**src/rtl/regfile_pkg.sv**
```systemverilog
// Shared types and helpers for the multi-ported register file.
package regfile_pkg;

    localparam int DATA_W_DEF = 32;
    localparam int ADDR_W_DEF = 5;
    localparam int N_RD_DEF   = 2;
    localparam int N_WR_DEF   = 2;

    // Upper bounds for get_field; flattened buses and fields must fit inside them.
    localparam int FLAT_MAX_W  = 2048;
    localparam int FIELD_MAX_W = 64;

    typedef enum logic {
        CLEAR,
        IDLE
    } state_e;

    function automatic logic [FIELD_MAX_W-1:0] get_field(
        input logic [FLAT_MAX_W-1:0] vec,
        input int                    idx,
        input int                    w
    );
        return FIELD_MAX_W'(vec >> (idx * w));
    endfunction

endpackage

```
**src/rtl/regfile_mp_if.sv**
```systemverilog
// Decode/writeback-side bus of the register file: clear request, read and write ports.
interface regfile_mp_if #(
    parameter int DATA_W = regfile_pkg::DATA_W_DEF,
    parameter int ADDR_W = regfile_pkg::ADDR_W_DEF,
    parameter int N_RD   = regfile_pkg::N_RD_DEF,
    parameter int N_WR   = regfile_pkg::N_WR_DEF
);
    logic                   clear_req;
    logic                   ready;
    logic [N_RD*ADDR_W-1:0] rd_addr;
    logic [N_RD*DATA_W-1:0] rd_data;
    logic [N_WR-1:0]        wr_en;
    logic [N_WR*ADDR_W-1:0] wr_addr;
    logic [N_WR*DATA_W-1:0] wr_data;

    modport master (
        output clear_req, rd_addr, wr_en, wr_addr, wr_data,
        input  ready, rd_data
    );

    modport slave (
        input  clear_req, rd_addr, wr_en, wr_addr, wr_data,
        output ready, rd_data
    );
endinterface

```
**src/rtl/regfile_clear_fsm.sv**
```systemverilog
// Clear sequencer: sweeps every register to zero after reset or on clear_req.
module regfile_clear_fsm
    import regfile_pkg::*;
#(
    parameter int ADDR_W = ADDR_W_DEF
) (
    input  logic              clk,
    input  logic              reset,
    input  logic              clear_req_i,
    output logic              ready_o,
    output logic              clr_we_o,
    output logic [ADDR_W-1:0] clr_addr_o
);
    localparam int DEPTH = 2 ** ADDR_W;

    state_e            state_q, state_d;
    logic [ADDR_W-1:0] ptr_q, ptr_d;

    // NOTE: clocked state uses <= so every register samples pre-edge values.
    always_ff @(posedge clk) begin
        if (reset) begin
            state_q <= CLEAR;
            ptr_q   <= '0;
        end else begin
            state_q <= state_d;
            ptr_q   <= ptr_d;
        end
    end

    // NOTE: defaults first so no path leaves a variable unassigned (no latch).
    always_comb begin
        state_d = state_q;
        ptr_d   = ptr_q;
        unique case (state_q)
            CLEAR: begin
                if (clear_req_i) begin
                    ptr_d = '0;
                end else begin
                    ptr_d = ptr_q + 1'b1;
                    if (ptr_q == ADDR_W'(DEPTH - 1)) state_d = IDLE;
                end
            end
            IDLE: begin
                if (clear_req_i) begin
                    state_d = CLEAR;
                    ptr_d   = '0;
                end
            end
            default: begin
                state_d = CLEAR;
                ptr_d   = '0;
            end
        endcase
    end

    assign ready_o    = (state_q == IDLE);
    assign clr_we_o   = (state_q == CLEAR);
    assign clr_addr_o = ptr_q;

endmodule

```
**src/rtl/regfile_mp.sv**
```systemverilog
// Multi-ported register file, reg0 hardwired to zero, hardware clear sweep.
// Optional same-cycle write-to-read bypass enabled by defining REGFILE_BYPASS_EN.
module regfile_mp
    import regfile_pkg::*;
#(
    parameter int DATA_W = DATA_W_DEF,
    parameter int ADDR_W = ADDR_W_DEF,
    parameter int N_RD   = N_RD_DEF,
    parameter int N_WR   = N_WR_DEF
) (
    input  logic          clk,
    input  logic          reset,
    regfile_mp_if.slave   bus
);
    localparam int DEPTH = 2 ** ADDR_W;

    logic              ready;
    logic              clr_we;
    logic [ADDR_W-1:0] clr_addr;
    logic              wr_ok;

    logic [DATA_W-1:0] mem_q [DEPTH];
    logic [ADDR_W-1:0] wa    [N_WR];
    logic [DATA_W-1:0] wd    [N_WR];
    logic [ADDR_W-1:0] ra    [N_RD];
    logic [DATA_W-1:0] rd_a  [N_RD];

    regfile_clear_fsm #(.ADDR_W(ADDR_W)) u_clear_fsm (
        .clk         (clk),
        .reset       (reset),
        .clear_req_i (bus.clear_req),
        .ready_o     (ready),
        .clr_we_o    (clr_we),
        .clr_addr_o  (clr_addr)
    );

    assign bus.ready = ready;

    always_comb begin
        for (int p = 0; p < N_WR; p++) begin
            wa[p] = ADDR_W'(get_field(FLAT_MAX_W'(bus.wr_addr), p, ADDR_W));
            wd[p] = DATA_W'(get_field(FLAT_MAX_W'(bus.wr_data), p, DATA_W));
        end
        for (int i = 0; i < N_RD; i++) begin
            ra[i] = ADDR_W'(get_field(FLAT_MAX_W'(bus.rd_addr), i, ADDR_W));
        end
    end

    // A clear request or reset in IDLE discards that cycle's writes.
    assign wr_ok = ready & ~bus.clear_req & ~reset;

    // NOTE: the array has no reset branch; the clear sweep zeroes it instead.
    always_ff @(posedge clk) begin
        if (clr_we) begin
            mem_q[clr_addr] <= '0;
        end else if (wr_ok) begin
            // Later ports overwrite earlier ones, so the highest index wins.
            for (int p = 0; p < N_WR; p++) begin
                if (bus.wr_en[p] && wa[p] != '0) mem_q[wa[p]] <= wd[p];
            end
        end
    end

    always_comb begin
        for (int i = 0; i < N_RD; i++) begin
            rd_a[i] = '0;
            if (ready && ra[i] != '0) begin
                rd_a[i] = mem_q[ra[i]];
`ifdef REGFILE_BYPASS_EN
                for (int p = 0; p < N_WR; p++) begin
                    if (bus.wr_en[p] && wa[p] != '0 && wa[p] == ra[i]) rd_a[i] = wd[p];
                end
`endif
            end
        end
    end

    always_comb begin
        bus.rd_data = '0;
        for (int i = 0; i < N_RD; i++) begin
            bus.rd_data[i*DATA_W +: DATA_W] = rd_a[i];
        end
    end

endmodule

```
**src/flat_wrapper.sv**
```systemverilog
// flat-port wrapper written by rule: the top's interface ports become plain ports
module regfile_mp_flat import regfile_pkg::*;
#(
    parameter int DATA_W = DATA_W_DEF,
    parameter int ADDR_W = ADDR_W_DEF,
    parameter int N_RD   = N_RD_DEF,
    parameter int N_WR   = N_WR_DEF
)
  (clk, reset, bus_clear_req, bus_rd_addr, bus_wr_en, bus_wr_addr, bus_wr_data, bus_ready, bus_rd_data);
  regfile_mp_if #(.DATA_W(DATA_W), .ADDR_W(ADDR_W), .N_RD(N_RD), .N_WR(N_WR)) bus_i ();
  input  logic clk;
  input  logic reset;
  input wire logic [$bits(bus_i.clear_req)-1:0] bus_clear_req;
  input wire logic [$bits(bus_i.rd_addr)-1:0] bus_rd_addr;
  input wire logic [$bits(bus_i.wr_en)-1:0] bus_wr_en;
  input wire logic [$bits(bus_i.wr_addr)-1:0] bus_wr_addr;
  input wire logic [$bits(bus_i.wr_data)-1:0] bus_wr_data;
  output wire logic [$bits(bus_i.ready)-1:0] bus_ready;
  output wire logic [$bits(bus_i.rd_data)-1:0] bus_rd_data;
  assign bus_i.clear_req = bus_clear_req;
  assign bus_i.rd_addr = bus_rd_addr;
  assign bus_i.wr_en = bus_wr_en;
  assign bus_i.wr_addr = bus_wr_addr;
  assign bus_i.wr_data = bus_wr_data;
  assign bus_ready = bus_i.ready;
  assign bus_rd_data = bus_i.rd_data;
  regfile_mp #(.DATA_W(DATA_W), .ADDR_W(ADDR_W), .N_RD(N_RD), .N_WR(N_WR)) u_core (.clk(clk), .reset(reset), .bus(bus_i));
endmodule
```
**config.mk**
```make
export PLATFORM = sky130hd
export DESIGN_NAME = regfile_mp_flat
export DESIGN_NICKNAME = d
export VERILOG_FILES = /design/src/rtl/regfile_pkg.sv /design/src/rtl/regfile_mp_if.sv /design/src/rtl/regfile_clear_fsm.sv /design/src/rtl/regfile_mp.sv /design/src/flat_wrapper.sv
export SDC_FILE = /design/constraint.sdc
export NUM_CORES = 2
export LEC_CHECK = 0
export CORE_MARGIN = 5
export CORE_UTILIZATION = 43
export DETAILED_ROUTE_END_ITERATION = 6
export PLACE_DENSITY = 0.67
export SYNTH_ARGS = -nofsm -noshare
export SYNTH_HDL_FRONTEND = slang
export SYNTH_SLANG_ARGS = --single-unit
```
**constraint.sdc**
```tcl
create_clock -name clk -period 3.4 [get_ports clk]
set_clock_uncertainty 0.1 [all_clocks]
set_input_delay 0.34 -clock clk [delete_from_list [all_inputs] [get_ports clk]]
set_output_delay 0.34 -clock clk [all_outputs]
set_load 0.02 [all_outputs]
```
==> results.cfg <==
[worst_setup_path]
max_stage_delay_ns = 0.50
timing.rr.end = u_core.mem_q[5][5]$_DFFE_PP_
cp-startpoint = u_core.u_clear_fsm.ready_o$_SDFF_PP0_
end_kind = output port
cp-endpoint = bus_rd_data[17]
slowest_stage = dfxtp_4
path_common_cell = buf_4
crit_type = flip-flop to output port
rrSetupSlack_ns = 0.37
regToRegStartpoint = u_core.u_clear_fsm.ready_o$_SDFF_PP0_
ff2ff_path_depth = 6
crit_chain = buf_4, nor3b_4, buf_12, a32o_1, a31oi_1, nand3_1, buf_4
cp_max_fo = 24
cp.required_ns = 2.96
start_kind = flip-flop
cp.arrival_ns = 3.00

[synth]
ys_top_cells_by_area = edfxtp_1 52%, mux4_2 9.5%, o21ai_0 8.7%
syn_area_per_cell_um2 = 11.0
synth-seq-cells = 1030
synth_flop_cell = edfxtp_1
synthArstFlopShare = 0
synth_top_family_by_area = multiplexers
yosys.area_share.simple = 0.109
synth-xor-area-share = 0.000442
syn_nets = 5516
synth_compound_area_frac = 0.143
synth-edff-count = 1024
yosys.area.top_type_share = 0.517
yosys_warnings = 0
synth_fa_ha_area_frac = 0.000421
yosys.cell_types.count = 65
netlist_area_um2 = 59500
yosysTopAreaCell = edfxtp_1
synthMuxAreaShare = 0.177
yosysSeqAreaShare = 0.519
synth_cells = 5425

[global_routing]
grt_max_degree = 65
antenna_found_initial = 14
grt_pass1_wl_um = 333000
grt.total_usage = 0.314
grt-ovfl-total = 0
grt_pass1_vias = 47000

[die]
die_h_um = 382
coreArea_um2 = 137000
rows = 136
die_area_um2 = 146000
fp.dieW_um = 382
floorplan.initialDensity = 0.433
num_io_pins = 154

[sta]
finalCritPeriodShare = 1.01
finalMaxSlewViolations = 0
hold_slack_ns = 0.232
setup_viol = 3
tightest_slew_ns = 1.38
min_period_ns = 3.44
hold_viol = 0
grt_setup_unrepaired = no
max_freq_mhz = 290
fin_ws_ns = -0.0430
maxSlewHeadroom = 0.0751

[power_and_ir_drop]
cellPowerDensity_nw_per_um2 = 411
ir_worst_vdd_mv = 0.485
leakage_nw = 21.3

[clocking]
clkLatencyLatePin_ns = 0.73
cts_root_buf = clkbuf_16
path_clk_slew_ns = 0.06
cts_made_buffers = 111
clk_path_buf_depth = 3
h-tree-depth = 3
cts_hold_buf = 0
cts_tree = yes
clock_sinks = 1030

[job]
drv_cap = 0

[drt]
vias_per_cell = 6.72
vias = 49200
wl_met2_um = 102000
drt_wl_total_um = 237000
first_iter_violations = 9023
met3WireLength_um = 34300
topRoutingLayerUsed = met5
wl_per_cell_um = 32.4
drcViolationCount = 6
first_pass_iters = 7
ant_nets = 0
routedLengthMet1_um = 81700

[placed_design]
portBuffers = 153
dp_hpwl_um = 153000
place.gp.congestion = 0.971

[layout]
fillers = 11800
drive_gt1_frac = 0.210
synthToLayoutAreaGrowth_pct = 16.3
fin_nets = 5514
utilization = 0.503

[hold_path]
hold_class = input port to flip-flop

[status]
status = finished, violations left
failed_checks = DRC, setup timing
## sequential cells by signal (all words and copies together) (netlist names)
signal and flops:
u_core.u_clear_fsm.ready_o 1, u_core.mem_q 1024, u_core.u_clear_fsm.clr_addr_o 5
## repair_timing
action,4_1_cts,5_1_grt
endpoints found under the setup margin,60,5
pin swaps,0,1
resized for setup,31,5
buffers inserted,3,1
## power breakdown
| part | internal (mW) | leakage (nW) | switching [mW] |
|---|---|---|---|
| Combinational | 0.726 | 11.4 | 1.18 |
| Sequential | 13.8 | 8.10 | 0.0295 |
| Clock | 7.25 | 1.81 | 5.44 |
## layout by cell type, fill, tap and decap left out, types with 29 or more instances in the layout
| cell type | synthesis | routed |
|---|---|---|
| nand2_1 | 1099 | 1097 |
| o21ai_0 | 1038 | 1038 |
| edfxtp_1 | 1024 | 1024 |
| buf_4 | 34 | 309 |
| mux2i_1 | 262 | 262 |
| mux4_2 | 252 | 252 |
| mux2_2 | 197 | 197 |
| a22oi_1 | 137 | 137 |
| nand3_1 | 121 | 120 |
| buf_12 | 0 | 119 |
| clkbuf_16 | 0 | 112 |
| clkdlybuf4s50_1 | 0 | 82 |
| o22ai_1 | 68 | 68 |
| nor2b_1 | 70 | 65 |
| a211oi_1 | 64 | 64 |
| nand4_1 | 57 | 57 |
| inv_1 | 36 | 36 |
| a21oi_1 | 35 | 35 |
| or3_1 | 33 | 33 |
| o31a_1 | 31 | 31 |
| o21bai_4 | 0 | 31 |
| a31oi_1 | 31 | 29 |
## per-layer routing
layer / GRT usage / vias to the layer above
met2: 0.470 / 4355
met5: 0 / -
met1: 0.404 / 23600
met4: 0.208 / 8
li1: - / 20300
met3: 0.0820 / 915
## worst min path at each step
stage                                             startpoint                                       endpoint  slack [ns]  depth (start not counted)
2_1_floorplan                                bus_wr_data[32]                   u_core.mem_q[1][0]$_DFFE_PP_        0.43                          2
3_5_place_dp   u_core.u_clear_fsm.clr_addr_o[1]$_SDFFE_PP0P_  u_core.u_clear_fsm.clr_addr_o[1]$_SDFFE_PP0P_        0.49                          2
6_report                                     bus_wr_data[36]                   u_core.mem_q[4][4]$_DFFE_PP_        0.23                          3
5_1_grt                                      bus_wr_data[36]                   u_core.mem_q[1][4]$_DFFE_PP_        0.23                          3
3_3_place_gp   u_core.u_clear_fsm.clr_addr_o[4]$_SDFFE_PP0P_  u_core.u_clear_fsm.clr_addr_o[4]$_SDFFE_PP0P_        0.49                          2
4_1_cts                                      bus_wr_data[16]                  u_core.mem_q[0][16]$_DFFE_PP_        0.36                          4
## metrics by stage
step | power (mW) | setup slack, ns | std cells | instance area (um2) | setup TNS (ns)
global placement | 15.9 | -0.0577 | 7099 | 65400 | -0.0577
detailed placement | 16.0 | -0.0667 | 7100 | 65400 | -0.0699
CTS | 28.4 | -0.000189 | 7310 | 69200 | -0.000189
floorplan | 15.1 | -0.0708 | 5425 | 59500 | -49.14
global route | 29.0 | 0.00878 | 7316 | 69200 | 0
finish | 28.4 | -0.0430 | 7319 | 69200 | -0.0549
## logic make-up (layout without fill, tap and decap cells)
kind of cell / Yosys count / after routing
AOI/OAI and AO/OA: 1502 / 1502
xor gates and xnor gates: 3 / 3
adders and majority gates: 2 / 2
buffers and inverters: 696 / 788
DFF: 1030 / 1030
muxes: 711 / 711
other: 0 / 8
and+or+nand+nor: 1481 / 1481
## synthesized netlist by cell type (26+ instances only)
master	count
nand2_1	1099
o21ai_0	1038
edfxtp_1	1024
clkbuf_1	371
mux2i_1	262
mux4_2	252
buf_2	244
mux2_2	197
a22oi_1	137
nand3_1	121
nor2b_1	70
o22ai_1	68
a211oi_1	64
nand4_1	57
inv_1	36
a21oi_1	35
buf_4	34
or3_1	33
a31oi_1	31
o21bai_1	31
o31a_1	31
a22o_1	26
## layout make-up
cell class | instances | area [um2] | share of cell area
flip-flops and latches | 1030 | 30900 | 0.446
multi-input cells | 3699 | 26300 | 0.380
repair buffers | 544 | 5890 | 0.0851
clock buffers | 125 | 2850 | 0.0412
well taps | 1794 | 2240 | 0.0324
clock inverters | 82 | 878 | 0.0127
inverters | 37 | 139 | 0.00201
diodes | 8 | 20.0 | 0.000289
## worst max-delay path: cells and delay by family (launching register included)
kind / cells / cell delay, ns
compound gates: 2 / 0.30
buf+inv: 3 / 0.72
flops: 1 / 0.50
simple gates: 2 / 0.72
(Power assumes the default switching activity.)
